**src/rtl/programmable_delay_line_pkg.sv**
```systemverilog
// Shared constants and the delay clamp helper for the programmable delay line.
package delay_pkg;

    localparam int DEF_DATA_WIDTH = 8;
    localparam int DEF_MAX_DELAY  = 16;
    localparam int DLY_W          = $clog2(DEF_MAX_DELAY + 1);
    localparam int PTR_W          = $clog2(DEF_MAX_DELAY);

    // 0 is treated as the minimum delay of one tick; oversize requests saturate.
    function automatic int unsigned clamp_delay(input int unsigned sel,
                                                input int unsigned max_d = DEF_MAX_DELAY);
        if (sel == 0)
            return 1;
        else if (sel > max_d)
            return max_d;
        else
            return sel;
    endfunction

endpackage

```
**src/rtl/programmable_delay_line_if.sv**
```systemverilog
// Stream-side signal bundle of the programmable delay line.
interface programmable_delay_line_if
    import delay_pkg::*;
#(
    parameter int DATA_WIDTH = DEF_DATA_WIDTH,
    parameter int MAX_DELAY  = DEF_MAX_DELAY
);
    localparam int SEL_W = $clog2(MAX_DELAY + 1);

    logic                  en;
    logic                  flush;
    logic [SEL_W-1:0]      delay_sel;
    logic [DATA_WIDTH-1:0] data_in;
    logic [DATA_WIDTH-1:0] data_out;
    logic                  out_valid;

    modport master (
        output en, flush, delay_sel, data_in,
        input  data_out, out_valid
    );

    modport slave (
        input  en, flush, delay_sel, data_in,
        output data_out, out_valid
    );

endinterface

```
**src/rtl/programmable_delay_line_ram.sv**
```systemverilog
// History storage: one synchronous write port, one combinational read port, no reset.
module delay_ram #(
    parameter int DATA_WIDTH = 8,
    parameter int DEPTH      = 16
) (
    input  logic                     clk,
    input  logic                     we,
    input  logic [$clog2(DEPTH)-1:0] wr_addr,
    input  logic [DATA_WIDTH-1:0]    wr_data,
    input  logic [$clog2(DEPTH)-1:0] rd_addr,
    output logic [DATA_WIDTH-1:0]    rd_data
);
    logic [DATA_WIDTH-1:0] mem [DEPTH];

    always_ff @(posedge clk) begin
        if (we)
            mem[wr_addr] <= wr_data;
    end

    // Read sees pre-edge contents, so the oldest entry is usable on its overwrite cycle.
    assign rd_data = mem[rd_addr];

endmodule

```
**src/rtl/programmable_delay_line.sv**
```systemverilog
// Run-time programmable delay line: presents the sample taken d enabled ticks earlier.
module programmable_delay_line
    import delay_pkg::*;
#(
    parameter int DATA_WIDTH = DEF_DATA_WIDTH,
    parameter int MAX_DELAY  = DEF_MAX_DELAY
) (
    input  logic                      clk,
    input  logic                      rst_n,
    programmable_delay_line_if.slave  bus
);
    localparam int SEL_W  = $clog2(MAX_DELAY + 1);
    localparam int ADDR_W = $clog2(MAX_DELAY);

    logic [ADDR_W-1:0]     wr_ptr;
    logic [SEL_W-1:0]      fill;
    logic [SEL_W-1:0]      fill_nxt;
    logic [SEL_W-1:0]      d;
    logic [ADDR_W-1:0]     rd_addr;
    logic [DATA_WIDTH-1:0] rd_data;
    logic                  hist_ok;
    logic                  advance;

    assign advance  = bus.en && !bus.flush;
    assign d        = SEL_W'(clamp_delay(32'(bus.delay_sel), MAX_DELAY));
    assign fill_nxt = (fill == SEL_W'(MAX_DELAY)) ? fill : fill + SEL_W'(1);
    assign hist_ok  = (fill_nxt >= d);
    // wr_ptr - (d-1), computed one bit wider and truncated for the modulo wrap.
    assign rd_addr  = ADDR_W'(SEL_W'(wr_ptr) + SEL_W'(1) - d);

    delay_ram #(
        .DATA_WIDTH (DATA_WIDTH),
        .DEPTH      (MAX_DELAY)
    ) u_ram (
        .clk     (clk),
        .we      (advance),
        .wr_addr (wr_ptr),
        .wr_data (bus.data_in),
        .rd_addr (rd_addr),
        .rd_data (rd_data)
    );

    always_ff @(posedge clk or negedge rst_n) begin
        if (!rst_n) begin
            wr_ptr        <= '0;
            fill          <= '0;
            bus.out_valid <= 1'b0;
            bus.data_out  <= '0;
        end else if (bus.flush) begin
            fill          <= '0;
            bus.out_valid <= 1'b0;
            bus.data_out  <= '0;
        end else if (bus.en) begin
            wr_ptr        <= wr_ptr + ADDR_W'(1);
            fill          <= fill_nxt;
            bus.out_valid <= hist_ok;
            if (!hist_ok)
                bus.data_out <= '0;
            else if (d == SEL_W'(1))
                bus.data_out <= bus.data_in;
            else
                bus.data_out <= rd_data;
        end
    end

endmodule

```
**src/flat_wrapper.sv**
```systemverilog
// flat-port wrapper written by rule: the top's interface ports become plain ports
module programmable_delay_line_flat import delay_pkg::*;
#(
    parameter int DATA_WIDTH = DEF_DATA_WIDTH,
    parameter int MAX_DELAY  = DEF_MAX_DELAY
)
  (clk, rst_n, bus_en, bus_flush, bus_delay_sel, bus_data_in, bus_data_out, bus_out_valid);
  programmable_delay_line_if #(.DATA_WIDTH(DATA_WIDTH), .MAX_DELAY(MAX_DELAY)) bus_i ();
  input  logic clk;
  input  logic rst_n;
  input wire logic [$bits(bus_i.en)-1:0] bus_en;
  input wire logic [$bits(bus_i.flush)-1:0] bus_flush;
  input wire logic [$bits(bus_i.delay_sel)-1:0] bus_delay_sel;
  input wire logic [$bits(bus_i.data_in)-1:0] bus_data_in;
  output wire logic [$bits(bus_i.data_out)-1:0] bus_data_out;
  output wire logic [$bits(bus_i.out_valid)-1:0] bus_out_valid;
  assign bus_i.en = bus_en;
  assign bus_i.flush = bus_flush;
  assign bus_i.delay_sel = bus_delay_sel;
  assign bus_i.data_in = bus_data_in;
  assign bus_data_out = bus_i.data_out;
  assign bus_out_valid = bus_i.out_valid;
  programmable_delay_line #(.DATA_WIDTH(DATA_WIDTH), .MAX_DELAY(MAX_DELAY)) u_core (.clk(clk), .rst_n(rst_n), .bus(bus_i));
endmodule
```
**config.mk**
```make
export PLATFORM = sky130hd
export DESIGN_NAME = programmable_delay_line_flat
export DESIGN_NICKNAME = d
export VERILOG_FILES = /design/src/rtl/programmable_delay_line_pkg.sv /design/src/rtl/programmable_delay_line_if.sv /design/src/rtl/programmable_delay_line_ram.sv /design/src/rtl/programmable_delay_line.sv /design/src/flat_wrapper.sv
export SDC_FILE = /design/constraint.sdc
export NUM_CORES = 1
export LEC_CHECK = 0
export ABC_AREA = 1
export CAP_MARGIN = 10
export CORE_UTILIZATION = 45
export CTS_BUF_LIST = sky130_fd_sc_hd__clkbuf_8
export DETAILED_ROUTE_END_ITERATION = 10
export SYNTH_ARGS = -nofsm -noshare
export SYNTH_HDL_FRONTEND = slang
export SYNTH_SLANG_ARGS = --single-unit
```
**constraint.sdc**
```tcl
create_clock -name clk -period 2.9 [get_ports clk]
set_input_delay 0.58 -clock clk [delete_from_list [all_inputs] [get_ports clk]]
set_output_delay 0.58 -clock clk [all_outputs]
set_load 0.02 [all_outputs]
```
==> impl_results.md <==
* Status: completed
* Syn_nets at 622
* Reg-to-reg endpoint: u_core.bus.data_out[7]
* CTS tree: built
* Longest Clk Path Bufs at 2
* GRT Resource Usage Total at 23.1%
* Mapped Cells at 590
* IO Pins at 26
* GP Congestion at 0.870
* Leak Pwr at 3.03 nW
* Yosys reg bits at 146
* Commonest cells after routing, fill and taps aside: nand3_1 (177), edfxtp_1 (128), nand2_1 (125)
* Max Freq at 0.369 GHz
* Crit path DAT at 3.04 ns
* Power Total at 7.61 mW
* Total Wirelength at 15,900 µm
* DRC at 0
* Finished Core Util at 54.0%
* Max_slew headroom at 43.7%
* Post-DP HPWL at 10,300 µm
* GR peak layer: met2
* Pre-Repair DR Iteration Count at 5
* First-pass GRT wire length at 24,900 µm
* Unrepaired setup endpoints after global routing: no
* CTS sink cnt at 146
* Worst hold path class: flip-flop to flip-flop
* Register area at 4290 µm²
* Final ANT Viol Nets at 0
* Placed Cells at 803
* FF-to-FF path depth at 15
* Final hold viol count at 0
* CP max FO at 9
* Die Ht at 123 µm
* Initial DRC count at 489
* Routed vias at 4,603
* Fill cells at 1,226
* Setup violators final at 0
* FF-to-FF Start: u_core.wr_ptr[1]
* Clk_lat worst skew at 0.45 ns
* Fin nets at 674
* Routed WL per cell at 19.1 µm
* Post-route minimum period at 2.71 ns
* Fin cells at 834
* Worst Tran Pin Value at 0.842 ns
* Fin Setup TNS at 0 ns
* Largest net degree at the start of global routing at 45
* Avg Cell Area, Syn at 11.1 µm²
* Port bufs at 25
* Syn-to-layout area delta at 16.1%
* Met2 Usage GRT at 36.9%
* # rows at 43
* Netlist Area Pre-Place at 6540 µm²
* Crit path from: bus_delay_sel[4]
* Worst-path clk slew at 0.07 ns
* Core footprint at 14,000 µm²
* Clk root buf: clkbuf_8
* Initial antenna violation count at 0
* Cell area after placement at 7150 µm²
* Vias per cell at 5.52
* Worst Path Required at 3.23 ns
* Period utilisation layout at 93.5%
* CTS buffer count at 17
* Max-cap violation count at 0
* Total grt overflow at 0
* Cell Pwr Density at 1000 nW/µm²
* Worst setup EP type: flip-flop
* H-tree lvl count at 4
* WS Path Type: input pin to flip-flop
* Vias in the first global route at 4,560
* Share of cells above drive strength 1 at 11.9%
* Chip width at 123 µm
* CP Launch Type: input pin
* Setup Skew at 0.0141 ns
* R2R Setup Slk at 0.45 ns
* Worst VDD drop at 416 µV
* Met3 Use GR at 5.39%
* Die area at 15,000 µm²
* M1 GR Usage at 30.6%
* Finished Cell Area at 7590 µm²
* Setup bufs post-CTS at 0
* Most common cell after layout, fill and taps aside: nand3_1
* Synth warnings at 0
* Critical Path End: u_core.bus.data_out[7]
* Register area share after synthesis at 65.7%
* # diodes at 0
* Multi-input logic area at 1910 µm²
* Post-synth cell types at 31
* Starting density of the core at 46.5%
* Slew Viols, Final at 0
==> synth_stat cells (all sizes together) <==
| cell | instances | area share, % |
|---|---|---|
| a21oi | 2 | 0.15 |
| buf | 23 | 2.5 |
| clkbuf | 9 | 0.88 |
| dfrtp | 18 | 6.9 |
| dlymetal6s2s | 1 | 0.19 |
| edfxtp | 128 | 59 |
| fa | 1 | 0.31 |
| ha | 14 | 2.7 |
| inv | 28 | 1.6 |
| nand2 | 129 | 7.6 |
| nand3 | 178 | 14 |
| nand4 | 2 | 0.19 |
| nor2 | 40 | 2.3 |
| o21ai | 4 | 0.31 |
| o21bai | 1 | 0.11 |
| o22ai | 3 | 0.29 |
| xnor2 | 1 | 0.13 |
| xor2 | 8 | 1.2 |
==> state kept, by name (all words and copies together) (netlist names) <==
name and cells:
u_core.bus.out_valid 1, u_core.fill 5, u_core.u_ram.mem 128, u_core.wr_ptr 4, u_core.bus.data_out 8
==> worst max-delay path, cell delays in order <==
cell and delay, ns:
clkdlybuf4s50_1 0.49, inv_2 0.04, nand2_1 0.08, inv_1 0.05, ha_1 0.27, inv_1 0.06, ha_1 0.13, inv_1 0.05
fa_2 0.35, xor2_2 0.20, xor2_2 0.15, buf_4 0.17, inv_4 0.09, nand3_1 0.08, nand2_1 0.07, nand2_1 0.06
nand2_1 0.06, nand2_1 0.05
==> layout make-up <==
type | instances | area share, %
Multi-Input combinational cell | 383 | 25.2
Sequential cell | 146 | 56.6
Tap cell | 180 | 2.97
Timing Repair Buffer | 66 | 8.18
Clock buffer | 17 | 3.08
Inverter | 28 | 1.42
Clock inverter | 14 | 2.59
==> per-layer routing <==
metal  up-vias  wire length, µm  part of all wire (%)
met5         -                0                     0
li1       2163                -                     -
met1      2280             6910                    43
met3        26              937                   5.9
met2       134             7720                    48
met4         0              362                   2.3
==> worst min-delay path by stage <==
stage,start,endpoint,slack (ns),depth (start not counted)
after global routing,u_core.bus.data_out[1],u_core.bus.data_out[1],0.52,2
after detailed placement,u_core.bus.out_valid,u_core.bus.out_valid,0.48,2
after CTS,u_core.bus.data_out[5],u_core.bus.data_out[5],0.49,2
after floorplan,rst_n,u_core.bus.data_out[0],0.28,0
after global placement,u_core.bus.out_valid,u_core.bus.out_valid,0.47,2
final,u_core.bus.out_valid,u_core.bus.out_valid,0.50,2
==> timing repair <==
action | 4_1_cts | 5_1_grt
endpoints found under the hold margin | 0 | 0
hold buffers | 0 | 0
gates resized for setup | 0 | 2
setup endpoints to repair | 0 | 8
==> power breakdown <==
part           leakage [nW]  total (mW)  internal [mW]  switching (mW)
registers              1.39        2.50           2.42          0.0756
logic                  1.41        3.37           1.17            2.20
clock network         0.228        1.75           1.00           0.741
==> kinds of logic (layout without fill, tap and decap cells) <==
| family | Yosys count | count (layout) | share of synthesized area [%] |
|---|---|---|---|
| AOI/OAI and AO/OA | 10 | 10 | 0.861 |
| DFF | 146 | 146 | 65.7 |
| buffers and inverters | 61 | 125 | 5.26 |
| xor gates and xnor gates | 9 | 9 | 1.32 |
| and+or+nand+nor | 349 | 349 | 23.9 |
| adders and majority gates | 15 | 15 | 2.99 |
==> stage by stage <==
step                setup slack, ns  hold slack (ns)
floorplan                    0.0814            0.284
global placement             -0.300            0.471
detailed placement           -0.365            0.476
CTS                           0.138            0.494
global route                0.00686            0.519
finish                        0.188            0.498
No activity file was read; power rests on OpenSTA's default activity.
==> variant 1: new RTL, same settings <==
Set the package constant `DEF_DATA_WIDTH` to 7 (it was 8).
--- a/src/rtl/programmable_delay_line_pkg.sv
+++ b/src/rtl/programmable_delay_line_pkg.sv
@@ -2,5 +2,5 @@
 package delay_pkg;
 
-    localparam int DEF_DATA_WIDTH = 8;
+    localparam int DEF_DATA_WIDTH = 7;
     localparam int DEF_MAX_DELAY  = 16;
     localparam int DLY_W          = $clog2(DEF_MAX_DELAY + 1);
Ports: changed (resized bus_data_in and bus_data_out); port bits go from 26 to 24. The function was not compared with the original's and may differ.
==> variant 1 against the original RTL <==
- area after synthesis is 11% lower
- first-iteration DRC count is 18% lower
- final area is 11% lower
- largest cell class unchanged
- count of clock-buffer cells in the layout stayed put
- worst setup slack worse by 0.0029 ns
- sequential cell count is 17 lower
- critical endpoint is now u_core.bus.data_out[0]
- total power is 13% lower
- wire length is 12% lower
==> variant 1: results (changes against the original RTL) <==
| Metric | Value |
|---|---|
| Status | `finished, final reports clean` |
| Max-slew headroom | `44.4% (+0.76 points)` |
| Largest delay share family, worst path | `buffers and inverters` |
| Pin count of the biggest net entering global routing | `57 (+27%)` |
| CP peak stage delay | `0.50 ns` |
| Peak supply drop | `0.518 mV (+25%)` |
| Most common library cells after synthesis | `nand3_1, edfxtp_1, nand2_1, nor2_1, inv_1` |
| IO Port Bufs | `23 (-8.0%)` |
| LEAKAGE | `0.00270 µW (-11%)` |
| Crit Reg-Reg Endpoint | `u_core.bus.data_out[0]` |
| GRT Total Usage | `23.1% (-0.056 points)` |
| Total iterations of the first detailed-routing run | `6 (+1)` |
| Post-DR wirelength/cell | `18.3 µm (-4.0%)` |
| Main synth FF type | `edfxtp_1` |
| Reg2reg path depth | `15 (unchanged)` |
| RR Startpoint | `u_core.wr_ptr[1]` |
| Slowest cell on crit path | `clkdlybuf4s50_1` |
| Total CTS buffers | `17 (unchanged)` |
| Post-synthesis adder-cell area fraction | `3.36% (+0.37 points)` |
| CP Max Fanout | `8 (-1)` |
| Top Registers | `u_core.u_ram.mem x112, u_core.bus.data_out x7, u_core.fill x5` |
| Ant. Diodes | `0 (unchanged)` |
| Routability cong. | `0.847 (-2.6%)` |
| Unique masters post-synth | `27 (-13%)` |
| Main area contributors after synthesis | `edfxtp_1, nand3_1, dfrtp_1` |
| Layout net count | `607 (-9.9%)` |
| Initial antenna violation count | `0 (unchanged)` |
| Skew final | `0.00886 ns (-0.00524 ns)` |
| Vias in the first global route | `3977 (-13%)` |
| Clk_lat worst skew | `0.43 ns (-0.02 ns)` |
| Global-route wire length before repair | `22.0 mm (-12%)` |
| Seq/Total Area, Yosys | `65.2% (-0.54 points)` |
| XOR/XNOR Fraction of Synth Area | `1.48% (+0.16 points)` |
| Number of synthesized flops with an enable pin | `112 (-13%)` |
| Post-DP HPWL | `9.18 mm (-11%)` |
| Post-DP Area | `6340 µm² (-11%)` |
| Filler cells | `1148 (-6.4%)` |
| Root Driver | `clkbuf_8` |
| Die ar. | `13400 µm² (-11%)` |
| Layout cells sized above 1 | `12.1% (+0.13 points)` |
| Max Buffers Root-to-Sink | `2 (unchanged)` |
| Int Pwr | `4020 µW (-13%)` |
| Async SR Flop Fraction | `13.2% (+0.85 points)` |
| Syn Nets | `561 (-9.8%)` |
| Post-synthesis mux area share | `0% (unchanged)` |
| R2R Setup Slk | `0.48 ns (+0.03 ns)` |
| CP arrival | `3.04 ns (about the same)` |
| Complex-gate fraction of the synthesized area | `0.968% (+0.11 points)` |
| Via count | `4079 (-11%)` |
| H-tree Lvls | `4 (unchanged)` |
| DRT iter0 DRCs | `402 (-18%)` |
variant 1: cell count changes in the layout (fill, tap and decap cells not counted), moves of 2 or more:
cell / before / now
edfxtp_1: 128 / 112
nand2_1: 125 / 112
inv_2: 1 / 3
nor2_1: 39 / 36
nand3_1: 177 / 155
buf_4: 36 / 28
buf_12: 5 / 3
clkdlybuf4s50_1: 25 / 23
clkinvlp_4: 0 / 2
variant 1: per-layer routing:
layer | routed length (µm) | track usage [%] | vias up
met2 | 6660 | 35.7 | 119
met1 | 6390 | 32.7 | 2008
met3 | 690 | 3.87 | 18
met4 | 209 | 9.15 | 0
li1 | - | - | 1934
met5 | 0 | 0 | -
variant 1: final cells by class:
type	count	share of cell area (%)
Sequential cell	129	56.0
Multi-Input combinational cell	346	25.8
Timing Repair Buffer	54	7.40
Clock buffer	17	3.46
Tap cell	172	3.18
Clock inverter	15	2.63
Inverter	28	1.55
variant 1: power groups by stage:
stage | clock, µW | combinational (µW) | sequential [µW]
after floorplan | 0 | 1870 | 2250
after global placement | 0 | 2760 | 2250
after detailed placement | 0 | 2760 | 2250
after CTS | 1610 | 2780 | 2210
after global routing | 1680 | 3100 | 2220
final | 1600 | 2780 | 2210
variant 1: worst max-delay path by stage:
stage	start	slack [ns]	cells after the start	end
4_1_cts	bus_delay_sel[4]	0.17	18	u_core.bus.data_out[0]
5_1_grt	bus_delay_sel[4]	0.009	18	u_core.bus.data_out[3]
3_3_place_gp	bus_delay_sel[4]	-0.28	18	u_core.bus.data_out[0]
2_1_floorplan	bus_delay_sel[4]	0.13	17	u_core.bus.data_out[5]
3_5_place_dp	bus_delay_sel[4]	-0.30	18	u_core.bus.data_out[0]
6_report	bus_delay_sel[4]	0.18	18	u_core.bus.data_out[0]
variant 1: repair_timing:
| item | in CTS | in global routing |
|---|---|---|
| resized for setup | 0 | 2 |
| setup buffers | 0 | 0 |
| endpoints found under the setup margin | 0 | 2 |
variant 1: kinds of logic (layout without fill, tap and decap cells):
kind of cell	after synthesis	in the layout
xor gates and xnor gates	9	9
and+or+nand+nor	312	312
DFF	129	129
buffers and inverters	55	114
adders and majority gates	15	15
AOI/OAI and AO/OA	10	10
variant 1: per-stage QoR:
step | setup TNS, ns | hold WS [ns] | util (%) | setup slack [ns] | std cells
after floorplan | 0 | 0.284 | - | 0.125 | 530
after global placement | -1.81 | 0.465 | 50.3 | -0.281 | 729
after detailed placement | -1.88 | 0.470 | 50.3 | -0.301 | 729
after CTS | 0 | 0.488 | 53.5 | 0.170 | 761
after global routing | 0 | 0.523 | 53.6 | 0.00853 | 761
final | 0 | 0.487 | 53.6 | 0.185 | 761
==> variant 2: new RTL, config.mk and constraints unchanged <==
Made on the original files. Reset style: synchronous (`rst_n`), changed in one clocked block.
--- a/src/rtl/programmable_delay_line.sv
+++ b/src/rtl/programmable_delay_line.sv
@@ -41,5 +41,5 @@
     );
 
-    always_ff @(posedge clk or negedge rst_n) begin
+    always_ff @(posedge clk) begin
         if (!rst_n) begin
             wr_ptr        <= '0;
Formal check against the unedited RTL: differs if rst_n is asserted again (counterexample within 4 cycles, from zero or initial values and one cycle with rst_n low); with rst_n held inactive, the same outputs for 4 cycles.
==> variant 2 against the original RTL <==
- sequential share of layout area shrank 3.6 points
- count of clock-buffer cells in the layout grew 1
- final area grew 4.5%
- core utilization grew 0.32 points
- non-clock buffer count grew 3
- critical path depth is the same
- wire length shrank 3.3%
- first-iteration DRC count shrank 18%
- area after synthesis grew 3.2%
- die area grew 3.1%
- worst setup slack lost 0.027 ns
- sequential cell count is the same
Power is not compared: it rests on default switching activity, and its combinational part moved more than twofold at a synthesized area within 25%.
==> variant 2: results (changes against the original RTL) <==
| Metric | Value |
|---|---|
| Peak supply drop | `0.608 mV` |
| CP arrival | `3.12 ns (+0.08 ns)` |
| Met1 wire length | `6.84 mm (-1.1%)` |
| Post-DP HPWL | `10.6 mm (+3.3%)` |
| M2 GR Usage | `34.9% (-2.0 points)` |
| ClkCell Share | `5.73% (+0.055 points)` |
| Syn Nets | `743 (+19%)` |
| Number of non-clock buffers | `69 (+4.5%)` |
| Post-DP Area | `7470 µm² (+4.5%)` |
| GRT Total Usage | `21.5% (-1.7 points)` |
| WL final | `15.4 mm (-3.3%)` |
| Seq/Total Area, Yosys | `62.3% (-3.3 points)` |
| Layout net count | `805 (+19%)` |
| Filler cells | `1289 (+5.1%)` |
| Vias in the first global route | `4961 (+8.8%)` |
| Synthesis-to-layout area growth | `17.6%` |
| Most common library cells after synthesis | `nand2_1, edfxtp_1, inv_1, nand3_1, nor2_1` |
| Global-route wire length before repair | `25.2 mm (+1.2%)` |
| Met1 Resource Use GR | `26.8% (-3.8 points)` |
| Routability cong. | `0.870 (about the same)` |
| Worst hold margin | `0.465 ns (-0.0324 ns)` |
| Top Registers | `u_core.u_ram.mem x128, u_core.bus.data_out x8, u_core.fill x5` |
| Setup WS pre-CTS | `-0.363 ns (+0.00161 ns)` |
| Hold Crit Start | `u_core.bus.data_out[4]` |
| DR WL met2 | `7.49 mm (-3.0%)` |
| CP peak stage delay | `0.53 ns (+0.04 ns)` |
| Drt via density | `5.00 (-9.4%)` |
| Worst slew pin tran | `0.442 ns (-0.400 ns)` |
| Skew final | `0.0115 ns (-0.00258 ns)` |
| Flip-flop and latch area | `4200 µm² (-2.1%)` |
| CP endpoint | `u_core.bus.data_out[3]` |
| CP Max Fanout | `16 (+7)` |
| Slowest cell on crit path | `fa_2` |
| Dpl cells | `937 (+17%)` |
| Count of multi-input gates | `435 (+14%)` |
| Multi-input logic area | `2010 µm² (+5.2%)` |
| Hold endpoint | `u_core.bus.data_out[4]` |
| Status | `finished, final reports clean` |
| Met3 Usage GRT | `5.80% (+0.41 points)` |
| Mapped Cells | `710 (+20%)` |
| Netlist Area Pre-Place | `6740 µm² (+3.2%)` |
| Async SR Flop Fraction | `0% (-12 points)` |
| Inverters | `103 (+270%)` |
| RR Startpoint | `u_core.wr_ptr[1]` |
| Unique masters post-synth | `24 (-23%)` |
| Worst setup startpoint | `bus_delay_sel[1]` |
| R2R Setup Slk | `0.48 ns (+0.03 ns)` |
| Initial antenna violation count | `1 (+1)` |
| Non-clk buf share | `8.11% (-0.068 points)` |
| Via count | `4843 (+5.2%)` |
| Fmax achieved | `0.365 GHz (-0.99%)` |
| Layout cells sized above 1 | `12.5% (+0.56 points)` |
| DRT iter0 DRCs | `401 (-18%)` |
| Clkbuf count | `18 (+1)` |
variant 2: cell count changes after synthesis, moves of 8 or more:
cell | before | now
nand2_1 | 125 | 258
nand3_1 | 177 | 86
inv_1 | 26 | 93
dfrtp_1 | 18 | 0
dfxtp_1 | 0 | 18
a21oi_1 | 2 | 18
buf_2 | 7 | 20
nor2_1 | 39 | 27
or2_2 | 0 | 8
variant 2: cells by family (layout without fill, tap and decap cells):
logic type | Yosys count | in the layout | synth area share [%]
simple gates | 389 | 389 | 24.1
flops | 146 | 146 | 62.3
buf+inv | 129 | 204 | 8.00
compound gates | 26 | 26 | 1.93
fa+ha+maj | 16 | 16 | 3.08
xor+xnor | 4 | 4 | 0.520
variant 2: power groups by stage:
| stage | Combinational [µW] | Sequential (µW) | Clock (µW) |
|---|---|---|---|
| detailed placement | 774 | 2360 | 0 |
| finish | 777 | 2310 | 1810 |
| global route | 872 | 2310 | 1920 |
| global placement | 761 | 2360 | 0 |
| floorplan | 479 | 2360 | 0 |
| CTS | 777 | 2310 | 1840 |
